===== config.mk =====
export PLATFORM = sky130hd
export DESIGN_NAME = axi_master_flat
export DESIGN_NICKNAME = d
export VERILOG_FILES = /design/src/rtl/axi_master_if.sv /design/src/rtl/axi_master.sv /design/src/flat_wrapper.sv
export SDC_FILE = /design/constraint.sdc
export NUM_CORES = 1
export LEC_CHECK = 0
export ABC_AREA = 1
export CAP_MARGIN = 5
export CORE_ASPECT_RATIO = 1.25
export CORE_MARGIN = 2
export CORE_UTILIZATION = 40
export CTS_CLUSTER_DIAMETER = 120
export DETAILED_ROUTE_END_ITERATION = 8
export HOLD_SLACK_MARGIN = 0.06
export PLACE_DENSITY = 0.84
export SYNTH_ARGS = -nofsm -noshare
export SYNTH_HDL_FRONTEND = slang
export SYNTH_SLANG_ARGS = --single-unit

===== constraint.sdc =====
create_clock -name aclk -period 1.9 [get_ports aclk]
set_input_delay 0.285 -clock aclk [delete_from_list [all_inputs] [get_ports aclk]]
set_output_delay 0.285 -clock aclk [all_outputs]
set_load 0.01 [all_outputs]

===== src/rtl/axi_master_if.sv =====
// axi_master_if: AXI4 address/data/response channel bundle between a burst master and a slave.
interface axi_master_if;
  logic        awvalid, awready, wvalid, wready, wlast, bvalid, bready;
  logic        arvalid, arready, rvalid, rready, rlast;
  logic [31:0] awaddr, wdata, araddr, rdata;
  logic [1:0]  bresp, rresp;
  modport master(
    output awvalid, awaddr, wvalid, wdata, wlast, bready, arvalid, araddr, rready,
    input  awready, wready, bvalid, bresp, arready, rvalid, rdata, rresp, rlast
  );
  modport slave(
    input  awvalid, awaddr, wvalid, wdata, wlast, bready, arvalid, araddr, rready,
    output awready, wready, bvalid, bresp, arready, rvalid, rdata, rresp, rlast
  );
endinterface


===== src/rtl/axi_master.sv =====
// axi_master: single-outstanding fixed-length INCR burst master; define AXI_MASTER_TIMEOUT_EN for a per-state watchdog.
module axi_master #(
  parameter int unsigned BURST_LEN = 4,
  parameter int unsigned TIMEOUT   = 256
) (
  input  logic        aclk,
  input  logic        areset,
  input  logic        cmd_valid,
  output logic        cmd_ready,
  input  logic        cmd_write,
  input  logic [31:0] cmd_addr,
  input  logic        usr_wvalid,
  output logic        usr_wready,
  input  logic [31:0] usr_wdata,
  output logic        rd_valid,
  output logic [31:0] rd_data,
  output logic        done,
  output logic        err,
  axi_master_if.master m
);
  typedef enum logic [2:0] {IDLE, WADDR, WDATA, WRESP, RADDR, RDATA} state_t;
  state_t      state_q, state_d;
  logic [7:0]  cnt_q, cnt_d;
  logic [31:0] awaddr_q, awaddr_d, araddr_q, araddr_d, rd_data_q, rd_data_d;
  logic        awvalid_q, awvalid_d, arvalid_q, arvalid_d, rd_valid_q, rd_valid_d;
  logic        done_q, done_d, err_q, err_d, cmd_ready_q, cmd_ready_d;
  logic        last, wbeat, tmo_hit;
  assign last  = cnt_q == 8'(BURST_LEN - 1);
  assign wbeat = state_q == WDATA && usr_wvalid && m.wready;
`ifdef AXI_MASTER_TIMEOUT_EN
  localparam int TW = $clog2(TIMEOUT + 1);
  logic [TW-1:0] tmo_q, tmo_d;
  assign tmo_hit = state_q != IDLE && tmo_q == TW'(TIMEOUT - 1);
  assign tmo_d   = (state_d != state_q || state_q == IDLE) ? '0 : tmo_q + TW'(1);
  always_ff @(posedge aclk or negedge areset)
    if (!areset) tmo_q <= '0;
    else tmo_q <= tmo_d;
`else
  assign tmo_hit = 1'b0 && TIMEOUT != 0;
`endif
  always_comb begin
    state_d    = state_q;
    cnt_d      = cnt_q;
    awaddr_d   = awaddr_q;
    araddr_d   = araddr_q;
    rd_data_d  = rd_data_q;
    awvalid_d  = awvalid_q;
    arvalid_d  = arvalid_q;
    err_d      = err_q;
    rd_valid_d = 1'b0;
    done_d     = 1'b0;
    if (state_q == IDLE && cmd_valid && cmd_ready_q) begin
      state_d   = cmd_write ? WADDR : RADDR;
      cnt_d     = '0;
      err_d     = 1'b0;
      awaddr_d  = cmd_write ? cmd_addr : awaddr_q;
      araddr_d  = cmd_write ? araddr_q : cmd_addr;
      awvalid_d = cmd_write;
      arvalid_d = !cmd_write;
    end
    if (state_q == WADDR && m.awready) begin
      awvalid_d = 1'b0;
      state_d   = WDATA;
    end
    if (state_q == RADDR && m.arready) begin
      arvalid_d = 1'b0;
      state_d   = RDATA;
    end
    if (wbeat) begin
      cnt_d   = cnt_q + 8'd1;
      state_d = last ? WRESP : state_q;
    end
    if (state_q == WRESP && m.bvalid) begin
      err_d   = m.bresp > 2'd1;
      done_d  = 1'b1;
      state_d = IDLE;
    end
    // A missing or misplaced rlast is an error, but the burst length is ours, not the slave's
    if (state_q == RDATA && m.rvalid) begin
      rd_data_d  = m.rdata;
      rd_valid_d = 1'b1;
      cnt_d      = cnt_q + 8'd1;
      err_d      = err_q || m.rresp > 2'd1 || m.rlast != last;
      done_d     = last;
      state_d    = last ? IDLE : state_q;
    end
    if (tmo_hit) begin
      state_d   = IDLE;
      done_d    = 1'b1;
      err_d     = 1'b1;
      awvalid_d = 1'b0;
      arvalid_d = 1'b0;
    end
    cmd_ready_d = state_d == IDLE;
  end
  always_ff @(posedge aclk or negedge areset)
    if (!areset) begin
      state_q     <= IDLE;
      cnt_q       <= '0;
      awaddr_q    <= '0;
      araddr_q    <= '0;
      rd_data_q   <= '0;
      awvalid_q   <= 1'b0;
      arvalid_q   <= 1'b0;
      rd_valid_q  <= 1'b0;
      done_q      <= 1'b0;
      err_q       <= 1'b0;
      cmd_ready_q <= 1'b0;
    end else begin
      state_q     <= state_d;
      cnt_q       <= cnt_d;
      awaddr_q    <= awaddr_d;
      araddr_q    <= araddr_d;
      rd_data_q   <= rd_data_d;
      awvalid_q   <= awvalid_d;
      arvalid_q   <= arvalid_d;
      rd_valid_q  <= rd_valid_d;
      done_q      <= done_d;
      err_q       <= err_d;
      cmd_ready_q <= cmd_ready_d;
    end
  assign cmd_ready  = cmd_ready_q;
  assign usr_wready = state_q == WDATA && m.wready;
  assign rd_valid   = rd_valid_q;
  assign rd_data    = rd_data_q;
  assign done       = done_q;
  assign err        = err_q;
  assign m.awvalid  = awvalid_q;
  assign m.awaddr   = awaddr_q;
  assign m.wvalid   = state_q == WDATA && usr_wvalid;
  assign m.wdata    = state_q == WDATA ? usr_wdata : '0;
  assign m.wlast    = state_q == WDATA && last;
  assign m.bready   = state_q == WRESP;
  assign m.arvalid  = arvalid_q;
  assign m.araddr   = araddr_q;
  assign m.rready   = state_q == RDATA;
endmodule


===== src/flat_wrapper.sv =====
// flat-port wrapper written by rule: the top's interface ports become plain ports
module axi_master_flat 
#(
  parameter int unsigned BURST_LEN = 4,
  parameter int unsigned TIMEOUT   = 256
)
  (aclk, areset, cmd_valid, cmd_ready, cmd_write, cmd_addr, usr_wvalid, usr_wready, usr_wdata, rd_valid, rd_data, done, err, m_awvalid, m_awaddr, m_wvalid, m_wdata, m_wlast, m_bready, m_arvalid, m_araddr, m_rready, m_awready, m_wready, m_bvalid, m_bresp, m_arready, m_rvalid, m_rdata, m_rresp, m_rlast);
  axi_master_if m_i ();
  input  logic aclk;
  input  logic areset;
  input  logic cmd_valid;
  output logic cmd_ready;
  input  logic cmd_write;
  input  logic [31:0] cmd_addr;
  input  logic usr_wvalid;
  output logic usr_wready;
  input  logic [31:0] usr_wdata;
  output logic rd_valid;
  output logic [31:0] rd_data;
  output logic done;
  output logic err;
  output wire logic [$bits(m_i.awvalid)-1:0] m_awvalid;
  output wire logic [$bits(m_i.awaddr)-1:0] m_awaddr;
  output wire logic [$bits(m_i.wvalid)-1:0] m_wvalid;
  output wire logic [$bits(m_i.wdata)-1:0] m_wdata;
  output wire logic [$bits(m_i.wlast)-1:0] m_wlast;
  output wire logic [$bits(m_i.bready)-1:0] m_bready;
  output wire logic [$bits(m_i.arvalid)-1:0] m_arvalid;
  output wire logic [$bits(m_i.araddr)-1:0] m_araddr;
  output wire logic [$bits(m_i.rready)-1:0] m_rready;
  input wire logic [$bits(m_i.awready)-1:0] m_awready;
  input wire logic [$bits(m_i.wready)-1:0] m_wready;
  input wire logic [$bits(m_i.bvalid)-1:0] m_bvalid;
  input wire logic [$bits(m_i.bresp)-1:0] m_bresp;
  input wire logic [$bits(m_i.arready)-1:0] m_arready;
  input wire logic [$bits(m_i.rvalid)-1:0] m_rvalid;
  input wire logic [$bits(m_i.rdata)-1:0] m_rdata;
  input wire logic [$bits(m_i.rresp)-1:0] m_rresp;
  input wire logic [$bits(m_i.rlast)-1:0] m_rlast;
  assign m_awvalid = m_i.awvalid;
  assign m_awaddr = m_i.awaddr;
  assign m_wvalid = m_i.wvalid;
  assign m_wdata = m_i.wdata;
  assign m_wlast = m_i.wlast;
  assign m_bready = m_i.bready;
  assign m_arvalid = m_i.arvalid;
  assign m_araddr = m_i.araddr;
  assign m_rready = m_i.rready;
  assign m_i.awready = m_awready;
  assign m_i.wready = m_wready;
  assign m_i.bvalid = m_bvalid;
  assign m_i.bresp = m_bresp;
  assign m_i.arready = m_arready;
  assign m_i.rvalid = m_rvalid;
  assign m_i.rdata = m_rdata;
  assign m_i.rresp = m_rresp;
  assign m_i.rlast = m_rlast;
  axi_master #(.BURST_LEN(BURST_LEN), .TIMEOUT(TIMEOUT)) u_core (.aclk(aclk), .areset(areset), .cmd_valid(cmd_valid), .cmd_ready(cmd_ready), .cmd_write(cmd_write), .cmd_addr(cmd_addr), .usr_wvalid(usr_wvalid), .usr_wready(usr_wready), .usr_wdata(usr_wdata), .rd_valid(rd_valid), .rd_data(rd_data), .done(done), .err(err), .m(m_i));
endmodule

# Word-level counts from Yosys, hierarchy flattened
# Index checks and enable logic that the tools add are counted.
# op_classes
n_eq_ne	7
n_lt_le_gt_ge	2
n_reduce_logical	21
n_bitwise	1
muxes	23
add_sub_neg	1
# ops
op	count
32-bit two-way mux	1
3-bit two-way mux	9
8-bit two-way mux	3
1-bit logical AND	10
1-bit two-way mux	10
8-bit by 1-bit adder with 8-bit output (second input constant)	1
8-bit by 2-bit == test with 1-bit output (second input constant)	1
3-bit by 2-bit == test with 1-bit output (second input constant)	2
3-bit == test (second input constant)	2
3-bit logical NOT	2
3-bit nonzero test	2
2-bit by 1-bit greater-than comparator with 1-bit output (second input constant)	2
2-bit AND reduction	2
2-bit nonzero test	2
3-bit by 1-bit == test with 1-bit output (second input constant)	1
1-bit logical OR	2
1-bit logical NOT	1
1-bit != test	1
1-bit NOT	1
# word_totals
elab_cells	66
reg_bits	113

# Longest topological paths before layout
# Gate-level depths: netlist (run 1).
# logic_depth
depth_word	10
ltp_mapped	9
depth_no_buf	9

# Worst setup path before layout (run 1)
# No wires, ideal clock.
# synth_path
kind	flip-flop to output port
startpoint	register u_core.state_q[1]
endpoint	output port m_wdata[10]
stages_incl_launch_ff	6
setup_slack_ps	377
path_buffers	1
t_required_ps	1615
t_arrival_ps	1238
path_cell_list	dfrtp_1 > inv_2 > nor3_1 > clkinv_1 > buf_2 > nor2_1
# synth_between
elab_chain_cells	2
# synth_rtl
element	line_no	rtl
start, declared	axi_master.sv:22	state_t state_q, state_d;
start signal, assigned	axi_master.sv:110	state_q <= state_d;
3-bit by 2-bit == test with 1-bit output	axi_master.sv:131	assign m.wdata = state_q == WDATA ? usr_wdata : '0;
32-bit two-way mux	axi_master.sv:131	
end, declared	flat_wrapper.sv:25	output wire logic [$bits(m_i.wdata)-1:0] m_wdata;
# No other way between the ends.

# Final worst setup path (run 1)
# layout_path
startpoint	register u_core.state_q[0]
endpoint	output port m_rready
# layout_between
elab_chain_cells	1
# layout_rtl
element	line_no	rtl
3-bit == test	axi_master.sv:136	assign m.rready = state_q == RDATA;
end, declared	flat_wrapper.sv:30	output wire logic [$bits(m_i.rready)-1:0] m_rready;
# No other way between the ends.

==> impl_metrics.tcl, run 1 <==
set metrics [dict create \
    outcome "finished, final reports clean" \
    p_total_mw 12.9 \
    tightest_slew_ps 602 \
    port_buffers 247 \
    async_flop_share 1.00 \
    synth_common_cells "317 x nand2_1, 113 x dfrtp_1, 46 x nor2_1" \
    r2r_slack_ps 240 \
    cts_root_buffer "clkbuf_16" \
    ys_seq_area_frac 0.592 \
    area_growth_pct 68.3 \
    numCtsBuffers 17 \
    antenna_found_initial 2 \
    fin_crit_ps 1790 \
    layout.nets 968 \
    yosysUniqueCellTypes 26 \
    p_leak_nw 4.17 \
    drv_slew 0 \
    place.gp.congestion 0.843 \
    synth_top_flop_cell "dfrtp_1" \
    start_util 0.411 \
    synth.ff_latch_count 113 \
    fp.coreArea_mm2 0.0116 \
    postPlaceCellArea_mm2 0.00752 \
    grt_pass1_vias 4629 \
    overflow 0 \
    syn_inst 592 \
    skew_ps 6.88 \
    chipWidth_um 102 \
    period_share 0.944 \
    stdcell_area_mm2 0.00804 \
    yosys-top-cells-area "dfrtp_1 59%, nand2_1 25%, nor2_1 3.6%, inv_1 3.5%, nand3_1 1.4%" \
    endpoint "m_rready" \
    synth.largest_area_cell "dfrtp_1" \
    die_area_mm2 0.0128 \
    pin_count 250 \
    cp-startpoint "u_core.state_q[0]" \
    ant_nets 0 \
    yosysMostFrequentCell "nand2_1" \
    cp_max_fo 5 \
    arrival_ps 1510 \
    cp.required_ps 1620 \
    die_y_um 126 \
    syn_area_mm2 0.00477 \
    drive_gt1_frac 0.120 \
    hpwl_um 11200 \
    setup_viol 0 \
    synth_nets 704 \
    endpoint_kind "primary output" \
    synth_edf_count 0 \
    drt_wl_total_um 15000 \
    clk_latency_ps 400 \
    dr.pass1.iters 7 \
    slew_headroom 0.598 \
    hp-class "in2async" \
    hold_violations 0 \
    rsz0062_at_grt "false" \
    r2r_start "u_core.state_q[2]" \
    r2r-end "u_core.m.awaddr[3]" \
    drcViolationCount 0 \
    grt_max_degree 49 \
    worstRegToRegCells 7 \
    cts_max_level 4 \
    critPathLaunchType "flop" \
    track_usage 0.240 \
    peakVddDrop_mv 0.952 \
    cts_max_path_buffers 2 \
    drtIter0Drc 161 \
    via_count 4722 \
    fmax_mhz 557 \
    avgSynthCellArea_um2 8.07 \
    cts_sinks 113 \
    rows 44 \
    worstSetupPathType "reg2out" \
    cap_violations 0 \
    grt_pass1_wl_um 23300 \
    synth_top_area_share 0.592 \
    detail_route.wl_per_cell_um 14.6 \
    yosysWarnings 0 \
    power_density_mw_per_mm2 1600 \
    clk_pin_slew_ps 50 \
    cts_tree "built" \
    via_per_inst 4.58 \
]
-- critical path, stage by stage, from the launching register on --
cell	delay, ps
dfrtp_1	380
buf_4	160
inv_2	70
nor3_4	200
dlygate4sd2_1	300
-- cell type report --
class	count	area, um^2
diodes	2	5.00
fillers	900	3580
clock buffers	21	470
clock inverters	9	156
flip-flops and latches	113	2830
well taps	161	201
repair buffers	266	2500
inverters	52	198
multi-input cells	406	1680
-- flip-flops by register name (all words and copies together) (netlist names) --
name and flops:
u_core.m.awaddr 32, u_core.m.awvalid 1, u_core.done 1, u_core.rd_data 32
u_core.cmd_ready 1, u_core.rd_valid 1, u_core.state_q 3, u_core.err 1
u_core.m.araddr 32, u_core.m.arvalid 1, u_core.cnt_q 8
-- what timing repair did --
item                                    4_1_cts  5_1_grt
endpoints found under the setup margin       37       35
buffers inserted                              0        3
pin swaps                                     2        0
hold endpoints to repair                     26        0
hold buffers                                  1        0
cloned                                        0        0
gates resized for setup                      83       36
-- power breakdown --
group	internal [mW]	switching (mW)	leakage [nW]	total (mW)
Clock	2.28	1.07	0.297	3.36
Combinational	2.86	2.49	2.40	5.35
Sequential	3.53	0.639	1.47	4.17
-- layout by cell type (no fill, tap or decap), drive strengths merged --
master / n
nand4: 4
diode: 2
clkinvlp: 3
dlygate4sd2: 2
xnor2: 1
dfrtp: 113
clkinv: 4
a21oi: 3
clkbuf: 53
o22ai: 2
inv: 50
o21ai: 4
nor3: 4
bufinv: 4
clkdlybuf4s50: 209
buf: 22
dlygate4sd3: 1
nor2: 48
ha: 1
nand2: 321
nand3: 14
xor2: 4
-- worst min-delay path by stage --
stage               startpoint                   to  cells past startpoint
finish                  areset  u_core.m.awaddr[15]                      2
global route            areset  u_core.m.araddr[15]                      2
CTS                     areset  u_core.m.araddr[10]                      2
detailed placement      areset  u_core.m.awaddr[15]                      1
global placement        areset  u_core.m.awaddr[15]                      1
floorplan               areset     u_core.cmd_ready                      0
-- through the flow --
step                      instances  setup slack (ps)  utilization  hold slack (ps)  TNS (ps)
after floorplan                 592               377            -            -10.6         0
after global placement          994              20.1        0.647              244         0
after detailed placement        994             -28.8        0.647              249     -39.3
after CTS                      1025            0.0930        0.703              373         0
after global routing           1028              1.63        0.692              389         0
final                          1030               106        0.692              379         0
-- logic make-up after synthesis --
family,after synthesis,share of synthesized area
XOR/XNOR,5,0.00917
adder cells (fa/ha/maj),1,0.00262
flip-flops,113,0.592
AND/OR/NAND/NOR,391,0.323
AO/OA/AOI/OAI,9,0.00995
buffers and inverters,73,0.0632
-- routing by layer --
layer  GRT usage  wire length, um  vias up
li1            -                -     2306
met1       0.262             5630     2177
met2       0.405             7410      208
met3      0.0993             1570       31
met4       0.101              411        0
met5           0                0        -
Note: power is estimated with default switching activity, not from simulation.
==> inputs of run 2 (changes only) <==
- CORE_UTILIZATION: 40 -> 50
- DONT_BUFFER_PORTS: unset -> 1
- PLACE_DENSITY: 0.84 -> 0.68
==> impl_metrics.tcl, run 2 (synthesized netlist as in run 1, its figures left out) <==
set metrics [dict create \
    p_leak_nw 3.60 \
    cts_sinks 113 \
    num_antenna_cells 0 \
    setup_viol 0 \
    final_common_cell "nand2_1" \
    violations "hold timing" \
    dr.pass1.iters 4 \
    cap_violations 0 \
    fin_ws_ps 62.2 \
    power_density_mw_per_mm2 1660 \
    drtIter0Drc 274 \
    cts_max_path_buffers 2 \
    cts_root_buffer "clkbuf_16" \
    drv_slew 0 \
    sequentialPowerShare 0.462 \
    port_buffers 0 \
    intPower_mw 6.87 \
    start_util 0.518 \
    area_growth_pct 36.4 \
    drcViolationCount 0 \
    endpoint_kind "primary output" \
    cp.required_ps 1620 \
    rows 39 \
    cp_max_fo 34 \
    worstSetupPathType "reg2out" \
    grt_max_degree 114 \
    pwr-share-comb 0.233 \
    slew_headroom 0.604 \
    postCtsHoldBufs 66 \
    clk_pin_slew_ps 50 \
    swShare 0.364 \
    finalNonFillerCells 836 \
    arrival_ps 1550 \
    stdcell_area_mm2 0.00651 \
    postPlaceCellArea_mm2 0.00516 \
    outcome "finished, violations left" \
    place.gp.congestion 0.843 \
    via_count 4315 \
    n_fill_cell 683 \
    track_usage 0.270 \
    fin_setup_tns_ps 0 \
    hp-class "in2async" \
    critPathLaunchType "flop" \
    die_area_mm2 0.0104 \
    cts_tree "built" \
    tightest_slew_ps 593 \
    via_per_inst 5.16 \
    hold_violations 113 \
    peakVddDrop_mv 0.995 \
    drive_gt1_frac 0.137 \
    p_switching_mw 3.93 \
    die_y_um 113 \
    rsz0062_at_grt "false" \
    cts_max_level 4 \
    period_share 0.967 \
    r2r_start "u_core.state_q[2]" \
    place_ws_ps 222 \
    detail_route.wl_per_cell_um 16.5 \
    layout.nets 814 \
    clk_latency_ps 400 \
    drt_wl_total_um 13800 \
    chipWidth_um 91.4 \
    place_inst 737 \
    antenna_found_initial 0 \
    skew_ps 5.90 \
    fmax_mhz 544 \
    worst_hold_slack_ps -423 \
    mostFrequentLayoutCells "317 x nand2_1, 110 x dfrtp_1, 66 x dlygate4sd3_1" \
    fp.coreArea_mm2 0.00922 \
    power_frac_clock 0.306 \
    hpwl_um 8780 \
    cp-startpoint "u_core.state_q[2]" \
    fin_crit_ps 1840 \
    grt_pass1_wl_um 21700 \
    r2r_slack_ps 150 \
    grt_pass1_vias 4396 \
    numCtsBuffers 17 \
    ant_nets 0 \
    pin_count 250 \
    overflow 0 \
]
## run 2: cell types whose count changed in the layout (fill, tap and decap cells not counted), moves of 2 or more
cell and change:
buf_4 +30, dlygate4sd3_1 +65, dfrtp_2 +3, diode_2 -2, dfrtp_1 -3, dlygate4sd2_1 -2
clkdlybuf4s50_1 -209, clkbuf_2 -32, buf_12 -3, buf_2 -3
## run 2: what timing repair did
item                       4_1_cts  5_1_grt
setup endpoints to repair       34       34
setup buffers                    1        2
hold endpoints to repair       210      113
pin swaps                        0        1
gates cloned                     0        0
gates resized for setup          7        8
## run 2: area by class of cell
class / count / area (um^2) / area share
timing repair buffer: 112 / 1030 / 0.158
sequential: 113 / 2830 / 0.435
inverter: 52 / 196 / 0.0302
clock inverter: 10 / 160 / 0.0246
tap: 123 / 154 / 0.0236
multi-input combinational: 406 / 1680 / 0.258
clock buffer: 20 / 457 / 0.0701
## run 2: layer usage
metal / GRT usage / part of all wire
met3: 0.103 / 0.098
met1: 0.274 / 0.35
met4: 0.153 / 0.039
met2: 0.473 / 0.51
met5: 0 / 0
## run 2: stage by stage
stage | power (mW) | util | hold WS (ps)
finish | 10.8 | 0.706 | -423
floorplan | 6.24 | - | -10.6
CTS | 10.7 | 0.701 | -438
detailed placement | 7.16 | 0.559 | -8.41
global placement | 7.03 | 0.559 | -8.66
global route | 11.4 | 0.706 | -439
## run 2: power groups by stage
| stage | combinational (mW) | sequential [mW] | clock [mW] |
|---|---|---|---|
| finish | 2.51 | 4.98 | 3.30 |
| global route | 2.89 | 5.09 | 3.44 |
| CTS | 2.37 | 4.97 | 3.33 |
| detailed placement | 2.19 | 4.97 | 0 |
| global placement | 2.06 | 4.97 | 0 |
| floorplan | 1.57 | 4.67 | 0 |
## run 2: worst max-delay path, stage by stage, from the launching register on
cell	delay [ps]
dfrtp_2	450
nor3_4	200
inv_2	60
buf_12	160
nor2_2	120
buf_4	140
## run 2: worst paths after layout
kind	cells past startpoint	to
setup / recovery	5	m_wdata[18]
hold / removal	0	u_core.m.awaddr[11]
setup reg to reg	6	u_core.m.awaddr[2]
hold reg to reg	2	u_core.m.awaddr[28]
max in group asynchronous	0	u_core.m.araddr[16]
min in group aclk	4	u_core.err
